$ cat src/rtl/rv32_ctrl_pkg.sv
// Shared types and constants for the RV32I multi-cycle control unit.
package rv32_ctrl_pkg;

  // Major opcodes recognised by the control unit
  localparam logic [6:0] OPC_RTYPE = 7'b0110011;
  localparam logic [6:0] OPC_IALU  = 7'b0010011;
  localparam logic [6:0] OPC_LOAD  = 7'b0000011;
  localparam logic [6:0] OPC_STORE = 7'b0100011;
  localparam logic [6:0] OPC_LUI   = 7'b0110111;

  // Only word-sized loads and stores are supported
  localparam logic [2:0] F3_WORD = 3'b010;

  typedef enum logic [3:0] {
    ALU_ADD  = 4'd0,
    ALU_SUB  = 4'd1,
    ALU_AND  = 4'd2,
    ALU_OR   = 4'd3,
    ALU_XOR  = 4'd4,
    ALU_SLL  = 4'd5,
    ALU_SRL  = 4'd6,
    ALU_SRA  = 4'd7,
    ALU_SLT  = 4'd8,
    ALU_SLTU = 4'd9
  } alu_sel_e;

  typedef enum logic [1:0] {
    WB_MEM  = 2'd0,
    WB_ALU  = 2'd1,
    WB_PC4  = 2'd2,
    WB_UIMM = 2'd3
  } wb_sel_e;

  typedef enum logic [2:0] {
    ST_FETCH  = 3'd0,
    ST_DECODE = 3'd1,
    ST_EXEC   = 3'd2,
    ST_MEM    = 3'd3,
    ST_WB     = 3'd4,
    ST_HALT   = 3'd5
  } ctrl_state_e;

  // funct3 to ALU operation; alt selects SUB for 000 and SRA for 101
  function automatic alu_sel_e funct3_to_alu(input logic [2:0] f3, input logic alt);
    alu_sel_e sel;
    sel = ALU_ADD;
    case (f3)
      3'b000: sel = alt ? ALU_SUB : ALU_ADD;
      3'b001: sel = ALU_SLL;
      3'b010: sel = ALU_SLT;
      3'b011: sel = ALU_SLTU;
      3'b100: sel = ALU_XOR;
      3'b101: sel = alt ? ALU_SRA : ALU_SRL;
      3'b110: sel = ALU_OR;
      3'b111: sel = ALU_AND;
      default: sel = ALU_ADD;
    endcase
    return sel;
  endfunction

endpackage

$ cat src/rtl/alu_decoder.sv
// Combinational instruction classifier: ALU operation, operand source,
// write-back source and legality for the supported RV32I subset.
module alu_decoder
  import rv32_ctrl_pkg::*;
(
  input  logic [6:0] opcode_i,
  input  logic [2:0] funct3_i,
  input  logic       funct7_b5_i,
  input  logic       funct7_rest_zero_i,  // funct7 bits other than bit 5 are all zero
  output alu_sel_e   alu_sel_o,
  output logic       alu_src_o,
  output wb_sel_e    wb_sel_o,
  output logic       legal_o
);

  // Decode opcode/funct fields into control values and a legality flag
  always_comb begin
    alu_sel_o = ALU_ADD;
    alu_src_o = 1'b0;
    wb_sel_o  = WB_ALU;
    legal_o   = 1'b0;
    case (opcode_i)
      OPC_RTYPE: begin
        // funct7 0x20 is only meaningful for SUB and SRA
        legal_o   = funct7_rest_zero_i &&
                    (!funct7_b5_i || funct3_i == 3'b000 || funct3_i == 3'b101);
        alu_sel_o = funct3_to_alu(funct3_i, funct7_b5_i);
        alu_src_o = 1'b0;
      end
      OPC_IALU: begin
        // Only the shift forms carry funct7; elsewhere those bits are immediate
        case (funct3_i)
          3'b001:  legal_o = funct7_rest_zero_i && !funct7_b5_i;
          3'b101:  legal_o = funct7_rest_zero_i;
          default: legal_o = 1'b1;
        endcase
        alu_sel_o = funct3_to_alu(funct3_i, funct7_b5_i && (funct3_i == 3'b101));
        alu_src_o = 1'b1;
      end
      OPC_LOAD: begin
        legal_o   = (funct3_i == F3_WORD);
        alu_src_o = 1'b1;
        wb_sel_o  = WB_MEM;
      end
      OPC_STORE: begin
        legal_o   = (funct3_i == F3_WORD);
        alu_src_o = 1'b1;
      end
      OPC_LUI: begin
        legal_o   = 1'b1;
        alu_src_o = 1'b1;
        wb_sel_o  = WB_UIMM;
      end
      default: legal_o = 1'b0;
    endcase
  end

endmodule

$ cat src/rtl/ctrl_fsm.sv
// Multi-cycle FETCH/DECODE/EXEC/MEM/WB sequencer driving data_path controls.
module ctrl_fsm
  import rv32_ctrl_pkg::*;
#(
  parameter int XLEN = 32
) (
  input  logic            clk,
  input  logic            reset_n,
  input  logic [XLEN-1:0] instr,
  input  logic            mem_ready,
  output logic            en_pc,
  output logic            RegWrite,
  output logic            AluSrc,
  output logic [3:0]      AluSel,
  output logic            Mem_read,
  output logic            Mem_write,
  output logic [1:0]      sel_data_to_reg,
  output logic            illegal_instr,
  output logic [XLEN-1:0] instret
);

  ctrl_state_e     state_q, state_d;
  logic [6:0]      ir_opcode_q;
  logic [2:0]      ir_funct3_q;
  logic            ir_f7b5_q;
  logic            illegal_q;
  logic [XLEN-1:0] instret_q;

  // Decoder looks at the live instruction in DECODE (for legality) and at IR otherwise
  logic [6:0] dec_opcode;
  logic [2:0] dec_funct3;
  logic       dec_f7b5;
  logic       dec_f7_rest_zero;
  alu_sel_e   dec_alu_sel;
  logic       dec_alu_src;
  wb_sel_e    dec_wb_sel;
  logic       dec_legal;

  // Register, immediate and funct7 bits beyond bit 5 never reach IR
  logic unused_instr_bits;
  assign unused_instr_bits = ^{instr[24:15], instr[11:7]};

  assign dec_opcode       = (state_q == ST_DECODE) ? instr[6:0]   : ir_opcode_q;
  assign dec_funct3       = (state_q == ST_DECODE) ? instr[14:12] : ir_funct3_q;
  assign dec_f7b5         = (state_q == ST_DECODE) ? instr[30]    : ir_f7b5_q;
  assign dec_f7_rest_zero = (state_q == ST_DECODE) ?
                            ({instr[31], instr[29:25]} == 6'd0) : 1'b1;

  alu_decoder u_alu_decoder (
    .opcode_i           (dec_opcode),
    .funct3_i           (dec_funct3),
    .funct7_b5_i        (dec_f7b5),
    .funct7_rest_zero_i (dec_f7_rest_zero),
    .alu_sel_o          (dec_alu_sel),
    .alu_src_o          (dec_alu_src),
    .wb_sel_o           (dec_wb_sel),
    .legal_o            (dec_legal)
  );

  logic ir_is_load, ir_is_store;
  assign ir_is_load  = (ir_opcode_q == OPC_LOAD);
  assign ir_is_store = (ir_opcode_q == OPC_STORE);

  // State register
  always_ff @(posedge clk) begin
    if (!reset_n) state_q <= ST_FETCH;
    else          state_q <= state_d;
  end

  // IR capture, retired-instruction counter and sticky illegal flag
  always_ff @(posedge clk) begin
    if (!reset_n) begin
      ir_opcode_q <= '0;
      ir_funct3_q <= '0;
      ir_f7b5_q   <= 1'b0;
      illegal_q   <= 1'b0;
      instret_q   <= '0;
    end else begin
      if (state_q == ST_DECODE) begin
        ir_opcode_q <= instr[6:0];
        ir_funct3_q <= instr[14:12];
        ir_f7b5_q   <= instr[30];
        if (!dec_legal) illegal_q <= 1'b1;
      end
      if (state_q == ST_WB) instret_q <= instret_q + 1'b1;
    end
  end

  logic       en_pc_d, reg_write_d, alu_src_d, mem_read_d, mem_write_d;
  logic [3:0] alu_sel_d;
  logic [1:0] wb_sel_d;

  // Next-state and Moore control decode
  always_comb begin
    state_d     = state_q;
    en_pc_d     = 1'b0;
    reg_write_d = 1'b0;
    alu_src_d   = 1'b0;
    alu_sel_d   = 4'd0;
    wb_sel_d    = 2'd0;
    mem_read_d  = 1'b0;
    mem_write_d = 1'b0;
    case (state_q)
      ST_FETCH:  state_d = ST_DECODE;
      ST_DECODE: state_d = dec_legal ? ST_EXEC : ST_HALT;
      ST_EXEC: begin
        alu_src_d = dec_alu_src;
        alu_sel_d = dec_alu_sel;
        wb_sel_d  = dec_wb_sel;
        state_d   = (ir_is_load || ir_is_store) ? ST_MEM : ST_WB;
      end
      ST_MEM: begin
        alu_src_d   = dec_alu_src;
        alu_sel_d   = dec_alu_sel;
        wb_sel_d    = dec_wb_sel;
        mem_read_d  = ir_is_load;
        mem_write_d = ir_is_store;
        if (mem_ready) state_d = ST_WB;
      end
      ST_WB: begin
        alu_src_d   = dec_alu_src;
        alu_sel_d   = dec_alu_sel;
        wb_sel_d    = dec_wb_sel;
        en_pc_d     = 1'b1;
        reg_write_d = !ir_is_store;
        state_d     = ST_FETCH;
      end
      ST_HALT:   state_d = ST_HALT;
      default:   state_d = ST_FETCH;
    endcase
  end

  // Controls are forced low while reset is asserted so an aborted MEM
  // access never strobes memory in the reset cycle
  assign en_pc           = reset_n & en_pc_d;
  assign RegWrite        = reset_n & reg_write_d;
  assign AluSrc          = reset_n & alu_src_d;
  assign AluSel          = reset_n ? alu_sel_d : 4'd0;
  assign Mem_read        = reset_n & mem_read_d;
  assign Mem_write       = reset_n & mem_write_d;
  assign sel_data_to_reg = reset_n ? wb_sel_d : 2'd0;
  assign illegal_instr   = illegal_q;
  assign instret         = instret_q;

endmodule

$ cat config.mk
export PLATFORM = sky130hd
export DESIGN_NAME = ctrl_fsm
export DESIGN_NICKNAME = d
export VERILOG_FILES = /design/src/rtl/rv32_ctrl_pkg.sv /design/src/rtl/alu_decoder.sv /design/src/rtl/ctrl_fsm.sv
export SDC_FILE = /design/constraint.sdc
export NUM_CORES = 1
export LEC_CHECK = 0
export CAP_MARGIN = 20
export CORE_ASPECT_RATIO = 0.75
export CORE_MARGIN = 2
export CORE_UTILIZATION = 45
export CTS_CLUSTER_SIZE = 24
export DETAILED_ROUTE_END_ITERATION = 10
export GPL_TIMING_DRIVEN = 0
export PLACE_DENSITY_LB_ADDON = 0.12
export SETUP_SLACK_MARGIN = 0.05
export SKIP_LAST_GASP = 1
export SYNTH_ARGS = -nofsm -noshare
export SYNTH_HDL_FRONTEND = slang
export SYNTH_SLANG_ARGS = --single-unit
$ cat constraint.sdc
create_clock -name clk -period 3.1 [get_ports clk]
set_clock_uncertainty 0.05 [all_clocks]
set_input_delay 0.62 -clock clk [delete_from_list [all_inputs] [get_ports clk]]
set_output_delay 0.62 -clock clk [all_outputs]
set_load 0.02 [all_outputs]
-- After elaboration in Yosys (flattened, before gate mapping)
Cells that the tools add are included.
- magnitude comparators: 0
- reduce and logical (&&, ||, !) cells: 15
- bitwise operators: 6
- mux-type cells: 28
- eq/ne operators: 20
- div/mod/pow operators: 0
- shift-type cells: 0
- add/subtract/negate cells: 1
- multiply operators: 0
- operator list (cell ; count):
    $pmux W4 S8 ; 2
    $add A32 B1 Y32 const B ; 1
    $eq A7 B6 Y1 const B ; 4
    $eq A3 B3 Y1 const B ; 6
    $pmux W3 S5 ; 1
    $eq A7 B2 Y1 const B ; 2
    $eq A3 B2 Y1 const B ; 4
    $mux W1 ; 12
    $mux W3 ; 4
    $mux W4 ; 2
    $pmux W4 S2 ; 1
    $eq A7 B5 Y1 const B ; 1
    $mux W7 ; 1
    $eq A3 B1 Y1 const B ; 2
    $logic_not A3 Y1 ; 2
    $logic_not A6 Y1 ; 1
    $and A1 B1 Y1 ; 5
    $mux W2 ; 2
    $pmux W1 S4 ; 1
    $pmux W2 S2 ; 1
    $reduce_or A4 Y1 ; 1
    $logic_and A1 B1 Y1 ; 3
    $logic_or A1 B1 Y1 ; 3
    $reduce_or A3 Y1 ; 1
    other kinds (6) ; 7
- word-level logic and storage cells: 76
- memory bits (read-only): 0
- memories kept: 0
- latch bits: 0
- RAM bits: 0
- register bits: 47
- output and inout port bits: 44
- bits of input ports: 35

-- Longest topological paths before layout
Gate-level depths: netlist of the first run.
- depth in word-level cells: 9
- depth in mapped cells: 9
- gate-level depth less buffers: 7

-- By module
From an unflattened synthesis of the first run, not the netlist that was laid out.
- cell total of the unflattened synthesis: 287
- area total of the unflattened synthesis: 2517.4 um2
- by module, submodules not included (module ; times used ; seq. area each (um2) ; area an instance (um2) ; cells an instance):
    ctrl_fsm ; 1 ; 940.9 ; 2344.7 ; 260
    alu_decoder ; 1 ; 0.0 ; 172.7 ; 27

-- Worst setup path before layout of the first run
No wires, ideal clock.
- kind: register to output
- start: register state_q[1]
- end: output AluSel[2]
- path slack: 394 ps
- buffers on the path: 3
- stages on the path, launching flop included: 7
- arrival: 2036 ps
- data required time: 2430 ps
- cell sequence: dfxtp_1 buf_4 or3b_2 clkbuf_1 clkbuf_1 mux2i_1 a211oi_1
- cells in the longest elaborated chain, start to end: 7
- elaborated cells between the ends (all ways): 22
- classes of those cells: 13 x eq/ne; 7 x mux; 2 x reduce/logical
- ends and longest elaborated chain (what ; RTL line ; source):
    start, declared ; ctrl_fsm.sv:22 ; ctrl_state_e state_q, state_d;
    start signal, assigned ; ctrl_fsm.sv:67 ; else state_q <= state_d;
    $eq A3 B1 Y1 ; ctrl_fsm.sv:43, ctrl_fsm.sv:44 ;
    $mux W3 ; - ;
    $eq A3 B3 Y1 (tied with other cells) ; rv32_ctrl_pkg.sv:47 ; case (f3)
    $pmux W4 S8 ; rv32_ctrl_pkg.sv:47 ;
    $pmux W4 S2 ; alu_decoder.sv:22 ; case (opcode_i)
    $mux W4 * ; ctrl_fsm.sv:103 ; case (state_q)
    $mux W4 * ; ctrl_fsm.sv:138 ; assign AluSel = reset_n ? alu_sel_d : 4'd0;
    end, declared ; ctrl_fsm.sv:14 ; output logic [3:0] AluSel,
Mark *: on every way between the ends. The rest lies on a longest branch, timed or not.

-- Worst setup path in the final report of the first run
- start: input instr[0]
- end: output AluSel[0]
- cells in the longest elaborated chain, start to end: 5
- elaborated cells between the ends (all ways): 6
- classes of those cells: 2 x eq/ne; 4 x mux
- ends and longest elaborated chain (what ; RTL line ; source):
    start, declared ; ctrl_fsm.sv:9 ; input logic [XLEN-1:0] instr,
    $mux W7 * ; - ;
    $eq A7 B5 Y1 or $eq A7 B6 Y1 (tied branches) ; alu_decoder.sv:22 ;
    $pmux W4 S2 * ; alu_decoder.sv:22 ;
    $mux W4 * ; ctrl_fsm.sv:103 ;
    $mux W4 * ; ctrl_fsm.sv:138 ;
Marked as above.

==> results of run 1 <==
-- per-layer routing --
layer	up-vias	routed length (um)	track usage
met5	-	0	0
met4	0	59	0.0455
met3	7	355	0.0478
met2	70	2990	0.339
met1	1129	3270	0.298
li1	1208	-	-
-- state kept, by name, indices dropped and copies added (netlist names) --
signal and count:
ir_opcode_q 7, illegal_instr 1, ir_funct3_q 3, state_q 3, instret 32, ir_f7b5_q 1
-- through the flow --
step           instances  hold slack, ps  worst slack [ps]
3_3_place_gp         440             401              -863
5_1_grt              452             456             -13.2
6_report             452             426              55.3
2_1_floorplan        303             388               394
3_5_place_dp         440             414              -836
4_1_cts              448             434             -68.0
-- power by group through the flow --
stage / clock network [mW] / logic [mW] / registers (mW)
4_1_cts: 0.539 / 0.463 / 0.696
3_5_place_dp: 0 / 0.441 / 0.705
5_1_grt: 0.564 / 0.535 / 0.705
3_3_place_gp: 0 / 0.436 / 0.703
6_report: 0.528 / 0.489 / 0.697
2_1_floorplan: 0 / 0.306 / 0.703
-- cell usage in the layout (no fill, tap or decap), types with 4 or more instances in the layout --
master and count:
nand2_1 30, inv_1 9, mux2i_1 6, nand2b_1 4
buf_2 6, and3_1 7, dfxtp_1 47, buf_4 8
dlymetal6s2s_1 4, a21boi_0 14, nor2b_1 14, nor3_1 6
nand4_1 5, nand3_1 12, clkdlybuf4s50_1 49, nor2_1 11
xnor2_1 13, a21oi_1 8, clkbuf_1 5, clkbuf_8 5
or3_1 13, xor2_1 9, and2_1 21, o21ai_0 16
-- worst max path at each step --
| stage | to | slack, ps |
|---|---|---|
| after CTS | AluSel[0] | -70 |
| after detailed placement | AluSel[0] | -840 |
| final | AluSel[0] | 60 |
| after global placement | AluSel[0] | -860 |
| after global routing | AluSel[0] | -10 |
| after floorplan | AluSel[2] | 390 |
-- worst min-delay path: cells and delay by family, from the launching register on --
| kind | cells | cell delay [ps] |
|---|---|---|
| DFF | 1 | 320 |
| and+or+nand+nor | 1 | 50 |
| AOI/OAI and AO/OA | 1 | 60 |
-- kinds of logic (layout without fill, tap and decap cells) --
kind of cell / after synthesis / after routing / share of synthesized area
and+or+nand+nor: 146 / 146 / 0.334
AOI/OAI and AO/OA: 57 / 57 / 0.145
DFF: 47 / 47 / 0.369
buffers and inverters: 23 / 97 / 0.0441
xor gates and xnor gates: 22 / 22 / 0.0755
muxes: 7 / 7 / 0.0280
adders and majority gates: 1 / 1 / 0.00490
-- final cells by class --
cell class,instances,area share
inverter,9,0.00967
clock inverter,3,0.0193
clock buffer,5,0.0197
sequential,47,0.269
timing repair buffer,67,0.181
multi-input combinational,233,0.450
buffer,13,0.0244
tap,75,0.0269
-- repair_timing --
item / CTS / global route
gates cloned: 0 / 0
resized for setup: 40 / 21
pin swaps: 1 / 7
buffers inserted: 1 / 4
setup endpoints to repair: 11 / 10
hold endpoints to repair: 0 / 0
==> flow_metrics.tcl, run 1 <==
set metrics [dict create \
    syn_avg_cell_area_um2 8.42 \
    p_sw_frac 0.304 \
    slew_headroom 0.590 \
    timing.rr.start "state_q[1]$_SDFFE_PN0P_" \
    yosysMostFrequentCell "dfxtp_1" \
    tightest_slew_ps 609 \
    drc 0 \
    syn_area_um2 2550 \
    fin_nets 412 \
    ys_seq_area_frac 0.369 \
    power_leakage_nw 1.32 \
    clk_latency_ps 300 \
    place_area_um2 3270 \
    grt_start_max_net_pins 16 \
    io_buffers 62 \
    power.total_mw 1.71 \
    synthFlopType "dfxtp_1" \
    slowest_stage "clkdlybuf4s50_1" \
    n_fill_cell 499 \
    seq_power_share 0.407 \
    yosysTopAreaCell "dfxtp_1" \
    rsz0062_at_grt "yes" \
    fmax_mhz 328 \
    setup_viol 0 \
    path_common_cell "buf_4" \
    grt_pass1_vias 2376 \
    internal-power_mw 1.19 \
    ys_seq_elements 47 \
    yosys_warnings 0 \
    seqCellArea_um2 941 \
    synthToLayoutAreaGrowth_pct 36.9 \
    synth_area_leaders "dfxtp_1, and2_1, xnor2_1" \
    cts_tree "yes" \
    cts_buffer_depth 2 \
    io_pins 79 \
    dieArea_um2 6290 \
    syn_nets 339 \
    wl_per_cell_um 14.8 \
    place_hpwl_mm 4.90 \
    timing.final.crit_period_ps 3040 \
    coreArea_um2 5410 \
    slew_viol_final 0 \
    grtUsageTotal 0.213 \
    design_area_um2 3490 \
    r2r-end "instret[31]$_SDFFE_PN0N_" \
    ant_nets 0 \
    grt_pass1_wl_mm 11.2 \
    cts.sinks 47 \
    worstSetupStartpoint "instr[0]" \
    critPathMaxStageDelay_ps 490 \
    r2r_slack_ps 400 \
    start_util 0.472 \
    critPathCaptureType "output port" \
    crit_chain "clkdlybuf4s50_1 -> nor4bb_4 -> buf_4 -> nand3_1 -> o21ai_0 -> nand2b_1 -> buf_4 -> a21oi_2 -> buf_4" \
    ctsHoldBuffers 0 \
    drive_above_1_share 0.125 \
    postLayoutCoreUtil 0.645 \
    cts_buffers 5 \
    gp_congestion 0.874 \
    crit_fanout 4 \
    ff2ff_path_depth 9 \
    netlist.area_leader.share 0.369 \
    arrival_ps 2370 \
    crit_family "buffers and inverters" \
    crit_cells 9 \
    drv_cap 0 \
    hold_class "flip-flop to flip-flop" \
    rows 23 \
    synth.cells.most_frequent "dfxtp_1, nand2_1, and2_1" \
    die_w_um 90.9 \
    vdd_drop_max_mv 0.347 \
    setup_tns_ps 0 \
    hold_end "ir_opcode_q[0]$_SDFF_PN0_" \
    yosysUniqueCellTypes 51 \
    htreeDepth 2 \
    hold_viol_final 0 \
    n_antenna_cell 0 \
    crit_buf_inv 4 \
    critPathLaunchType "input pin" \
    antenna_found_initial 0 \
    clk_pin_slew_ps 90 \
    fin_crit_sh 0.982 \
    whs_path_depth 2 \
    cp.required_ps 2430 \
    initialDrtViolationCount 102 \
    power.density_nw_per_um2 491 \
    drtPass1Iterations 4 \
    die_h_um 69.2 \
    synth_edf_count 0 \
    grt.overflow.total 0 \
    synthArstFlopShare 0 \
    min_from "ir_opcode_q[0]$_SDFF_PN0_" \
    root_buffer "clkbuf_8" \
    crit_type "input pin to output port" \
    power_frac_clock 0.308 \
    multi_input_area_um2 1570 \
    status "completed" \
    syn_inst 303 \
    num_vias 2414 \
    p_sw_mw 0.522 \
    p_comb_frac 0.285 \
    wl_mm 6.67 \
    viasPerCell 5.34 \
]
Power figures use the tool's default switching activity.
==> inputs of run 2 (changes only) <==
Settings changed: ABC_CLOCK_PERIOD_IN_PS set to 3100.
==> results of run 2 <==
Final layout, timing and power as in run 1 (identical DEF).
==> inputs of run 3 (changes only) <==
Settings changed: CORE_MARGIN 2 to 5, PLACE_DENSITY set to 0.84, PLACE_DENSITY_LB_ADDON 0.12 to unset, SYNTH_HIERARCHICAL set to 1.
==> flow_metrics.tcl, run 3 <==
set metrics [dict create \
    status "finished, violations left" \
    violations "setup timing" \
    syn_area_um2 2520 \
    grt_pass1_wl_mm 10.6 \
    vdd_drop_max_mv 0.161 \
    critPathLaunchType "flip-flop" \
    wl_mm 6.66 \
    drv_cap 0 \
    ctsHoldBuffers 0 \
    largest_reg_flops 32 \
    antenna_found_initial 0 \
    cts.sinks 47 \
    timing.final.crit_period_ps 3150 \
    crit_path_end "AluSel[0]" \
    path_common_cell "nor2b_4" \
    synth.cells.most_frequent "dfxtp_1, a21oi_1, and2_1" \
    die_h_um 74.8 \
    ys_seq_elements 47 \
    rows 23 \
    slew_viol_final 0 \
    synth_area_leaders "dfxtp_1, and2_1, a21oi_1" \
    multi_input_area_um2 1510 \
    io_pins 79 \
    r2r-end "state_q[2]$_SDFFE_PN0P_" \
    die_w_um 96.4 \
    grt.overflow.total 0 \
    hold_class "flip-flop to flip-flop" \
    start_util 0.468 \
    crit_type "flip-flop to output port" \
    cp.required_ps 2430 \
    crit_cells 10 \
    drc 0 \
    cts_tree "yes" \
    critPathCaptureType "output port" \
    power.total_mw 1.23 \
    setup_viol 5 \
    gp_congestion 0.858 \
    slew_headroom 0.661 \
    placed_cells 425 \
    wl_per_cell_um 15.0 \
    fin_nets 404 \
    tightest_slew_ps 508 \
    place_hpwl_mm 4.83 \
    htreeDepth 2 \
    crit_chain "nor2b_4 -> nor2b_4 -> buf_4 -> mux2_4 -> nor2_4 -> nand3_4 -> or3b_4 -> a31oi_1 -> and2_4 -> buf_6" \
    ys_seq_area_frac 0.374 \
    design_area_um2 3490 \
    timing.rr.start "state_q[2]$_SDFFE_PN0P_" \
    coreArea_um2 5380 \
    root_buffer "clkbuf_8" \
    worstSetupStartpoint "state_q[2]$_SDFFE_PN0P_" \
    synthToLayoutAreaGrowth_pct 38.6 \
    setup_tns_ps -130 \
    synth_edf_count 0 \
    syn_inst 287 \
    seqCellArea_um2 946 \
    crit_fanout 5 \
    power_leakage_nw 1.29 \
    slowest_stage "or3b_4" \
    final_common_cell "clkdlybuf4s50_1" \
    cts_buffers 5 \
    num_vias 2427 \
    power.density_nw_per_um2 351 \
    synthArstFlopShare 0 \
    r2r_slack_ps 510 \
    syn_nets 323 \
    cts_buffer_depth 2 \
    viasPerCell 5.48 \
    rsz0062_at_grt "yes" \
    yosysUniqueCellTypes 51 \
    syn_avg_cell_area_um2 8.77 \
    drtPass1Iterations 4 \
    dieArea_um2 7210 \
    crit_family "simple AND/OR/NAND/NOR gates" \
    fin_crit_sh 1.02 \
    grtUsageTotal 0.187 \
    postLayoutCoreUtil 0.648 \
    clk_latency_ps 290 \
    initialDrtViolationCount 116 \
    setup_ws_ps -50.4 \
    n_antenna_cell 0 \
    arrival_ps 2480 \
    yosysMostFrequentCell "dfxtp_1" \
    place_area_um2 3250 \
    ant_nets 0 \
    drive_above_1_share 0.190 \
    fmax_mhz 317 \
    hold_viol_final 0 \
    critPathMaxStageDelay_ps 440 \
    ff2ff_path_depth 11 \
    netlist.area_leader.share 0.374 \
    yosysTopAreaCell "dfxtp_1" \
    yosys_warnings 6 \
    grt_start_max_net_pins 14 \
    io_buffers 63 \
    clk_pin_slew_ps 80 \
    synthFlopType "dfxtp_1" \
    instances_no_fill 443 \
    n_fill_cell 441 \
    grt_pass1_vias 2250 \
    crit_buf_inv 2 \
    final_cell_mix "clkdlybuf4s50_1, dfxtp_1, a21oi_1, nor2_1, and2_1" \
]
[run 3: changes by cell type after synthesis, sizes merged, moves of 9 or more]
| cell | delta |
|---|---|
| a21boi | -14 |
| a21oi | +17 |
| mux2 | +10 |
| nand2 | -17 |
| nor2b | -11 |
| o31ai | +9 |
| or4 | +10 |
| xnor2 | -10 |
[run 3: logic make-up (layout without fill, tap and decap cells)]
| logic type | after synthesis | after routing | share of synthesized area |
|---|---|---|---|
| buffers and inverters | 23 | 104 | 0.0472 |
| flip-flops | 47 | 47 | 0.374 |
| multiplexers | 14 | 14 | 0.0611 |
| adder cells (fa/ha/maj) | 1 | 1 | 0.00497 |
| AND/OR/NAND/NOR | 131 | 131 | 0.333 |
| XOR/XNOR | 10 | 10 | 0.0348 |
| AO/OA/AOI/OAI | 61 | 61 | 0.146 |
[run 3: worst min-delay path by stage]
stage | endpoint | cells past startpoint | startpoint
6_report | illegal_instr$_SDFFE_PN0P_ | 2 | illegal_instr$_SDFFE_PN0P_
5_1_grt | state_q[1]$_SDFFE_PN0P_ | 1 | state_q[2]$_SDFFE_PN0P_
4_1_cts | illegal_instr$_SDFFE_PN0P_ | 2 | illegal_instr$_SDFFE_PN0P_
3_5_place_dp | illegal_instr$_SDFFE_PN0P_ | 2 | illegal_instr$_SDFFE_PN0P_
3_3_place_gp | illegal_instr$_SDFFE_PN0P_ | 2 | illegal_instr$_SDFFE_PN0P_
2_1_floorplan | state_q[1]$_SDFFE_PN0P_ | 1 | state_q[2]$_SDFFE_PN0P_
[run 3: routing by layer]
metal	vias up	global-route usage	part of all wire
met5	-	0	0
met4	0	0.0482	0.0089
met3	4	0.0350	0.051
met2	74	0.313	0.46
met1	1135	0.249	0.48
li1	1214	-	-
[run 3: final cells by class]
cell class	count	area share
sequential	47	0.271
tap	75	0.0269
inverter	7	0.00753
timing repair buffer	75	0.210
multi-input combinational	217	0.433
buffer	15	0.0255
clock inverter	1	0.00143
clock buffer	6	0.0237
[run 3: stage by stage]
step | setup slack [ps] | hold WS [ps]
floorplan | 56.6 | 441
global placement | -744 | 404
detailed placement | -758 | 408
CTS | -72.3 | 435
global route | -117 | 451
finish | -50.4 | 426
[run 3: worst min-delay path, delay by kind of cell (launching register included)]
family,cells,cell delay [ps]
flip-flops,1,340
AND/OR/NAND/NOR,1,70
AO/OA/AOI/OAI,1,40
[run 3: where the power goes]
group | total [mW] | internal [mW] | switching [mW]
sequential | 0.633 | 0.621 | 0.0117
clock | 0.372 | 0.175 | 0.197
combinational | 0.221 | 0.117 | 0.104
total | 1.23 | 0.914 | 0.312
[run 3: repair_timing]
action,4_1_cts,5_1_grt
buffers inserted,9,3
setup endpoints to repair,10,10
pin swaps,5,3
resized for setup,46,12
